<file path="config.mk">
export PLATFORM = sky130hd
export DESIGN_NAME = text_plotter
export DESIGN_NICKNAME = d
export VERILOG_FILES = /design/src/rtl/text_plotter.sv
export SDC_FILE = /design/constraint.sdc
export NUM_CORES = 1
export LEC_CHECK = 0
export CORE_MARGIN = 5
export CORE_UTILIZATION = 45
export CTS_BUF_LIST = sky130_fd_sc_hd__clkbuf_8
export CTS_CLUSTER_DIAMETER = 150
export DETAILED_ROUTE_END_ITERATION = 7
export PLACE_DENSITY_LB_ADDON = 0.25
export SYNTH_ARGS = -nofsm -noshare
export SYNTH_HDL_FRONTEND = slang
export SYNTH_SLANG_ARGS = --single-unit
</file>
<file path="constraint.sdc">
create_clock -name clk -period 3.5 [get_ports clk]
set_input_delay 0.35 -clock clk [delete_from_list [all_inputs] [get_ports clk]]
set_output_delay 0.35 -clock clk [all_outputs]
set_load 0.05 [all_outputs]
</file>
<file path="src/rtl/text_plotter.sv">
// Text sweep sequencer: walks every pixel of a string of character cells,
// samples the glyph decoder and forwards lit pixels to the framebuffer writer.
module text_plotter #(
    parameter int CELL_W    = 8,
    parameter int CELL_H    = 10,
    parameter int MAX_CHARS = 16,
    localparam int IW = $clog2(MAX_CHARS),
    localparam int LW = IW + 1
) (
    input  logic          clk,
    input  logic          reset,
    input  logic          start,
    input  logic [7:0]    origin_x,
    input  logic [7:0]    origin_y,
    input  logic [LW-1:0] length,
    output logic          busy,
    output logic          done,
    output logic [IW-1:0] char_index,
    output logic [7:0]    char_x,
    output logic [7:0]    char_y,
    output logic [7:0]    flush_x,
    output logic [7:0]    flush_y,
    input  logic          glyph_enable,
    input  logic [5:0]    glyph_colour,
    output logic          plot,
    input  logic          plot_ready,
    output logic [7:0]    plot_x,
    output logic [7:0]    plot_y,
    output logic [5:0]    plot_colour
);

    localparam int CW = $clog2(CELL_W);
    localparam int RW = $clog2(CELL_H);

    typedef enum logic [1:0] {IDLE, SCAN, EMIT, DONE} state_t;

    state_t        state_q, state_d;
    logic [7:0]    ox_q, ox_d, oy_q, oy_d;
    logic [LW-1:0] len_q, len_d;
    logic [CW-1:0] col_q, col_d;
    logic [RW-1:0] row_q, row_d;
    logic [IW-1:0] idx_q, idx_d;
    logic          plot_q, plot_d;
    logic [7:0]    px_q, px_d, py_q, py_d;
    logic [5:0]    pc_q, pc_d;

    logic last_col, last_row, last_px, adv;

    assign char_x  = ox_q + 8'(CELL_W * int'(idx_q));
    assign char_y  = oy_q;
    assign flush_x = char_x + 8'(col_q);
    assign flush_y = oy_q + 8'(row_q);

    assign char_index  = idx_q;
    assign busy        = (state_q == SCAN) || (state_q == EMIT);
    assign done        = (state_q == DONE);
    assign plot        = plot_q;
    assign plot_x      = px_q;
    assign plot_y      = py_q;
    assign plot_colour = pc_q;

    assign last_col = (col_q == CW'(CELL_W - 1));
    assign last_row = (row_q == RW'(CELL_H - 1));
    assign last_px  = last_col && last_row && ({1'b0, idx_q} == len_q - LW'(1));

    always_comb begin
        state_d = state_q;
        ox_d    = ox_q;
        oy_d    = oy_q;
        len_d   = len_q;
        col_d   = col_q;
        row_d   = row_q;
        idx_d   = idx_q;
        plot_d  = plot_q;
        px_d    = px_q;
        py_d    = py_q;
        pc_d    = pc_q;
        adv     = 1'b0;
        unique case (state_q)
            IDLE: begin
                if (start) begin
                    ox_d    = origin_x;
                    oy_d    = origin_y;
                    len_d   = (length > LW'(MAX_CHARS)) ? LW'(MAX_CHARS) : length;
                    col_d   = '0;
                    row_d   = '0;
                    idx_d   = '0;
                    state_d = (length == '0) ? DONE : SCAN;
                end
            end
            SCAN: begin
                if (glyph_enable) begin
                    plot_d  = 1'b1;
                    px_d    = flush_x;
                    py_d    = flush_y;
                    pc_d    = glyph_colour;
                    state_d = EMIT;
                end else begin
                    adv = 1'b1;
                end
            end
            EMIT: begin
                if (plot_ready) begin
                    plot_d = 1'b0;
                    adv    = 1'b1;
                end
            end
            DONE: state_d = IDLE;
            default: state_d = IDLE;
        endcase
        // col fastest, then row, then character
        if (adv) begin
            state_d = last_px ? DONE : SCAN;
            col_d   = last_col ? '0 : col_q + CW'(1);
            if (last_col) begin
                row_d = last_row ? '0 : row_q + RW'(1);
                if (last_row) idx_d = idx_q + IW'(1);
            end
        end
    end

    always_ff @(posedge clk or posedge reset) begin
        if (reset) begin
            state_q <= IDLE;
            ox_q    <= '0;
            oy_q    <= '0;
            len_q   <= '0;
            col_q   <= '0;
            row_q   <= '0;
            idx_q   <= '0;
            plot_q  <= 1'b0;
            px_q    <= '0;
            py_q    <= '0;
            pc_q    <= '0;
        end else begin
            state_q <= state_d;
            ox_q    <= ox_d;
            oy_q    <= oy_d;
            len_q   <= len_d;
            col_q   <= col_d;
            row_q   <= row_d;
            idx_q   <= idx_d;
            plot_q  <= plot_d;
            px_q    <= px_d;
            py_q    <= py_d;
            pc_q    <= pc_d;
        end
    end

endmodule

</file>
Yosys cells after proc, flatten, opt, wreduce, memory -nomap -nowiden. Cells that the tools add are included.

Output and inout bits: 61. Bits in registers: 57.

Muxes and demuxes: 27. Reductions and logical operators: 14. $lt $le $gt $ge: 1. Eq/ne operators: 10. $add $sub $neg: 7.

Operators with widths (count): 4-bit 2-to-1 mux (10); 3-bit 2-to-1 mux (4); 2-bit 2-to-1 mux (5); 4-bit by 1-bit adder with 4-bit output (second input constant) (2); 8-bit by 3-bit adder with 8-bit output (1); 8-bit by 4-bit adder with 8-bit output (1); 8-bit by 7-bit adder with 8-bit output (1); 3-bit inequality test (second input constant) (2); 2-bit case mux with 3 select lines (1); 2-bit AND reduction (3); 3-bit AND reduction (2); 2-bit nonzero test (3); 4-bit by 5-bit == test with 1-bit output (1); 5-bit > comparator (second input constant) (1); 5-bit zero test (1); 5-bit 2-to-1 mux (1); 5-bit by 1-bit subtractor with 5-bit output (second input constant) (1); 2-bit == test (second input constant) (2); 4-bit == test (second input constant) (1); 1-bit 2-to-1 mux (4); 2-bit inequality test (second input constant) (2); 1-bit case mux with 2 select lines (2); 4-bit nonzero test (1); 3-bit by 1-bit adder with 3-bit output (second input constant) (1); other kinds (5) (6).

Logic depth before layout (Yosys ltp). Gate-level depths: netlist of run 1.

Depth in word-level cells: 5. Depth in mapped cells: 7. Gate-level depth less buffers: 7.

Least setup slack after synthesis of run 1. OpenSTA, ideal clock, no wires.

Kind: flip-flop to flip-flop. Start: register idx_q[0], in the netlist char_index[0]. End: register px_q[7], in the netlist plot_x[7]. Buffers on the path: 0. Data required time: 3.430 ns. Arrival time: 3.492 ns. Cell stages (with the launch flop): 8. Library setup time: 0.070 ns. Path slack: -0.061 ns. Cells stage by stage: dfrtp_1 > ha_1 > fa_1 > xor2_2 > nand3_2 > nor4_4 > xor2_1 > mux2_2.

Word-level cells in the longest chain between the ends: 2.

Ends and longest elaborated chain: start, declared (line 42) `logic [IW-1:0] idx_q, idx_d;`; start signal, assigned (line 142) `idx_q <= idx_d;`; 8-bit by 7-bit adder with 8-bit output (line 49) `assign char_x = ox_q + 8'(CELL_W * int'(idx_q));`; net char_x[5] (line 19) `output logic [7:0] char_x,`; 8-bit by 3-bit adder with 8-bit output (line 51) `assign flush_x = char_x + 8'(col_q);`; net flush_x[7] (line 21) `output logic [7:0] flush_x,`; end signal, assigned (line 144) `px_q <= px_d;`; end, declared (line 44) `logic [7:0] px_q, px_d, py_q, py_d;`.

The timed path passes the listed nets, and every way through them passes these cells. A chain may end at the register's enable or synchronous reset.

Final worst setup path of run 1.
Start: register row_q[0]. End: output port flush_y[6].

Word-level cells in the longest chain between the ends: 1.

Ends and longest elaborated chain: start, declared (line 41) `logic [RW-1:0] row_q, row_d;`; start signal, assigned (line 141) `row_q <= row_d;`; 8-bit by 4-bit adder with 8-bit output (line 52) `assign flush_y = oy_q + 8'(row_q);`; end, declared (line 22) `output logic [7:0] flush_y,`.

Every way passes these cells.

==> results of run 1 <==
==> through the flow <==
| step | hold slack (ns) | instances | util (%) | instance area [um2] | worst slack (ns) |
|---|---|---|---|---|---|
| finish | 0.335 | 455 | 64.1 | 4280 | 0.225 |
| floorplan | 0.472 | 273 | - | 3060 | 0.0992 |
| detailed placement | 0.467 | 439 | 60.6 | 4050 | 0.551 |
| CTS | 0.342 | 455 | 64.1 | 4280 | 0.177 |
| global placement | 0.459 | 439 | 60.6 | 4050 | 0.576 |
| global route | 0.366 | 455 | 64.1 | 4280 | 0.120 |
==> Yosys cell counts, types with 4 or more instances <==
library cell	instances	area (um2)
a21oi_1	7	35.0
nor2_1	10	37.5
nand3_1	9	45.0
dfrtp_1	57	1430
o21ai_0	14	70.1
nand2_1	27	101
inv_1	11	41.3
mux2_2	24	270
xor2_1	8	70.1
and2_1	4	25.0
o31ai_1	4	30.0
nand2b_1	8	50.1
a21o_1	6	45.0
xnor2_1	10	87.6
ha_1	19	238
o21ai_1	6	30.0
clkbuf_1	5	18.8
mux2_1	9	101
==> layout make-up <==
type | count | share of cell area, %
Tap cell | 80 | 2.34
Timing Repair Buffer | 95 | 22.0
Multi-Input combinational cell | 196 | 36.0
Clock buffer | 11 | 3.53
Sequential cell | 57 | 33.3
Clock inverter | 5 | 1.81
Inverter | 11 | 0.964
==> per-layer routing <==
layer	vias to the layer above	global-route usage, %
met5	-	0
li1	1149	-
met3	7	4.14
met2	63	29.8
met1	1112	20.8
met4	0	5.94
==> cell families (layout without fill, tap and decap cells) <==
group | after synthesis | in the layout
buf+inv | 20 | 122
fa+ha+maj | 22 | 22
compound gates | 50 | 50
flops | 57 | 57
mux | 34 | 34
simple gates | 71 | 71
xor+xnor | 19 | 19
==> worst max-delay path, cell delays in order, from the launching register on <==
cell and delay (ns):
dfrtp_1 0.46, ha_1 0.25, fa_1 0.41, a21o_1 0.18, a21oi_1 0.23, nor2_1 0.08, xor2_1 0.16, clkdlybuf4s50_1 0.83
==> how the worst max path moves through the flow <==
stage	slack, ns	endpoint	cells after the start
finish	0.23	flush_y[6]	7
detailed placement	0.55	char_x[7]	6
CTS	0.18	char_x[7]	6
floorplan	0.1	plot_x[6]	6
global route	0.12	flush_y[6]	7
global placement	0.58	char_x[7]	6
==> timing repair <==
| item | CTS | global route |
|---|---|---|
| buffers inserted | 0 | 0 |
| setup endpoints to repair | 0 | 1 |
| endpoints found under the hold margin | 0 | 0 |
| gates resized for setup | 0 | 1 |
==> registers in the layout (all words and copies together), names as in the netlist <==
register,count
ox_q,8
char_y,8
row_q,4
plot,1
len_q,5
col_q,3
state_q,2
plot_x,8
char_index,4
plot_colour,6
plot_y,8
==> results.toml, run 1 <==
[routing]
drt-wirelength-per-cell_um = 15.1
drt-total-wl_um = 6890
drt_iter0_drc = 75
wl_met2_um = 3500
met1_length_um = 2890
drc = 0
dr_wl_met3_um = 417
routed-via-count = 2331
top_layer_used = "met4"
vias_per_cell = 5.12
drtAntennaViolNets = 0
drt_pre_antenna_iters = 4

[critical_path]
ff2ff_path_depth = 7
worstSetupPathType = "register to primary output"
critPathLaunch = "row_q[0]"
reg2reg_slack_ns = 1.21
regToRegEndpoint = "plot_x[7]"
r2r_start = "char_index[0]"
cp.required_ns = 3.15
worstPathArrival_ns = 2.92
critPathLaunchType = "register"
setup.worst_path.end_class = "primary output"
cp_max_fo = 8

[logic_synthesis]
synth-main-ff-cell = "dfrtp_1"
synth_top_family_by_area = "multiplexers"
ys_seq_elements = 57
synthAdderAreaFrac_pct = 9.77
syn_avg_cell_area_um2 = 11.2
synth-edff-count = 0
ys_warn_count = 0
synth_compound_area_share_pct = 10.5
synth_xor_area_share_pct = 5.70
yosysUniqueCellTypes = 42
synth-simple-area-share_pct = 11.9
syn_area_um2 = 3050
async_flop_share_pct = 100
synthCells = 273
synth_mux_area_share_pct = 12.5
synth-seq-area-share_pct = 46.8
synthesis.nets = 327

[global_route]
grt_pass1_wl_um = 11600
gr-total-overflow = 0
track_usage_pct = 17.2
antenna_found_initial = 0
grt_pass1_vias = 2422
grt_max_degree = 40

[floorplan]
rows = 30
core_area_um2 = 6680
die_area_um2 = 8520
die_w_um = 92.3
io_pins = 93
die_h_um = 92.3
start_util_pct = 45.6

[clocking]
htree_levels = 3
cts_tree = "done"
root_buffer = "clkbuf_8"
clk_path_buf_depth = 2
clkLatencyLatePin_ns = 0.33
cts_hold_buf = 0
cts_num_sinks = 57
cts-buffers-inserted = 9
clk_pin_slew_ns = 0.07

[sta]
min_period_over_period_pct = 93.6
fin_crit_ns = 3.27
setup_tns_ns = 0
worst_pin_slew_ns = 0.673
finalSetupViolCount = 0
hold_viol = 0
slew_headroom_pct = 55.0
fmax_ghz = 0.305
rsz0062_at_grt = "false"
skew_ns = 0.00903
final-max-slew-violation-count = 0

[cells_and_area]
n_fill_cell = 536
nNetsFinal = 424
diodes = 0
drive_gt1_share_pct = 13.6
area_delta_synth_final_pct = 40.5
layout_commonest_cell = "clkdlybuf4s50_1"
multiInputGateArea_um2 = 1540
regArea_um2 = 1430
final_cell_mix = "clkdlybuf4s50_1 (90), dfrtp_1 (57), nand2_1 (27), mux2_2 (24), ha_1 (19)"

[worst_hold_path]
min_path_type = "input pin to asynchronous set/reset pin"

[placement]
dp_hpwl_um = 5290
gp_congestion = 0.795
port_buffers = 92

[run]
cap_violations = 0

[run_status]
status = "complete, no violations"
Power of run 1 is left out: the tool's default activity adds up to more than one toggle a clock period on the data nets, which glitch-free logic cannot reach.
==> run 2: changes to the inputs <==
Settings changed: CTS_CLUSTER_SIZE set to 30, SLEW_MARGIN set to 20.
==> results of run 2 <==
Final layout, timing and power as in run 1 (identical DEF).
Power of run 2 is left out for the same reason.
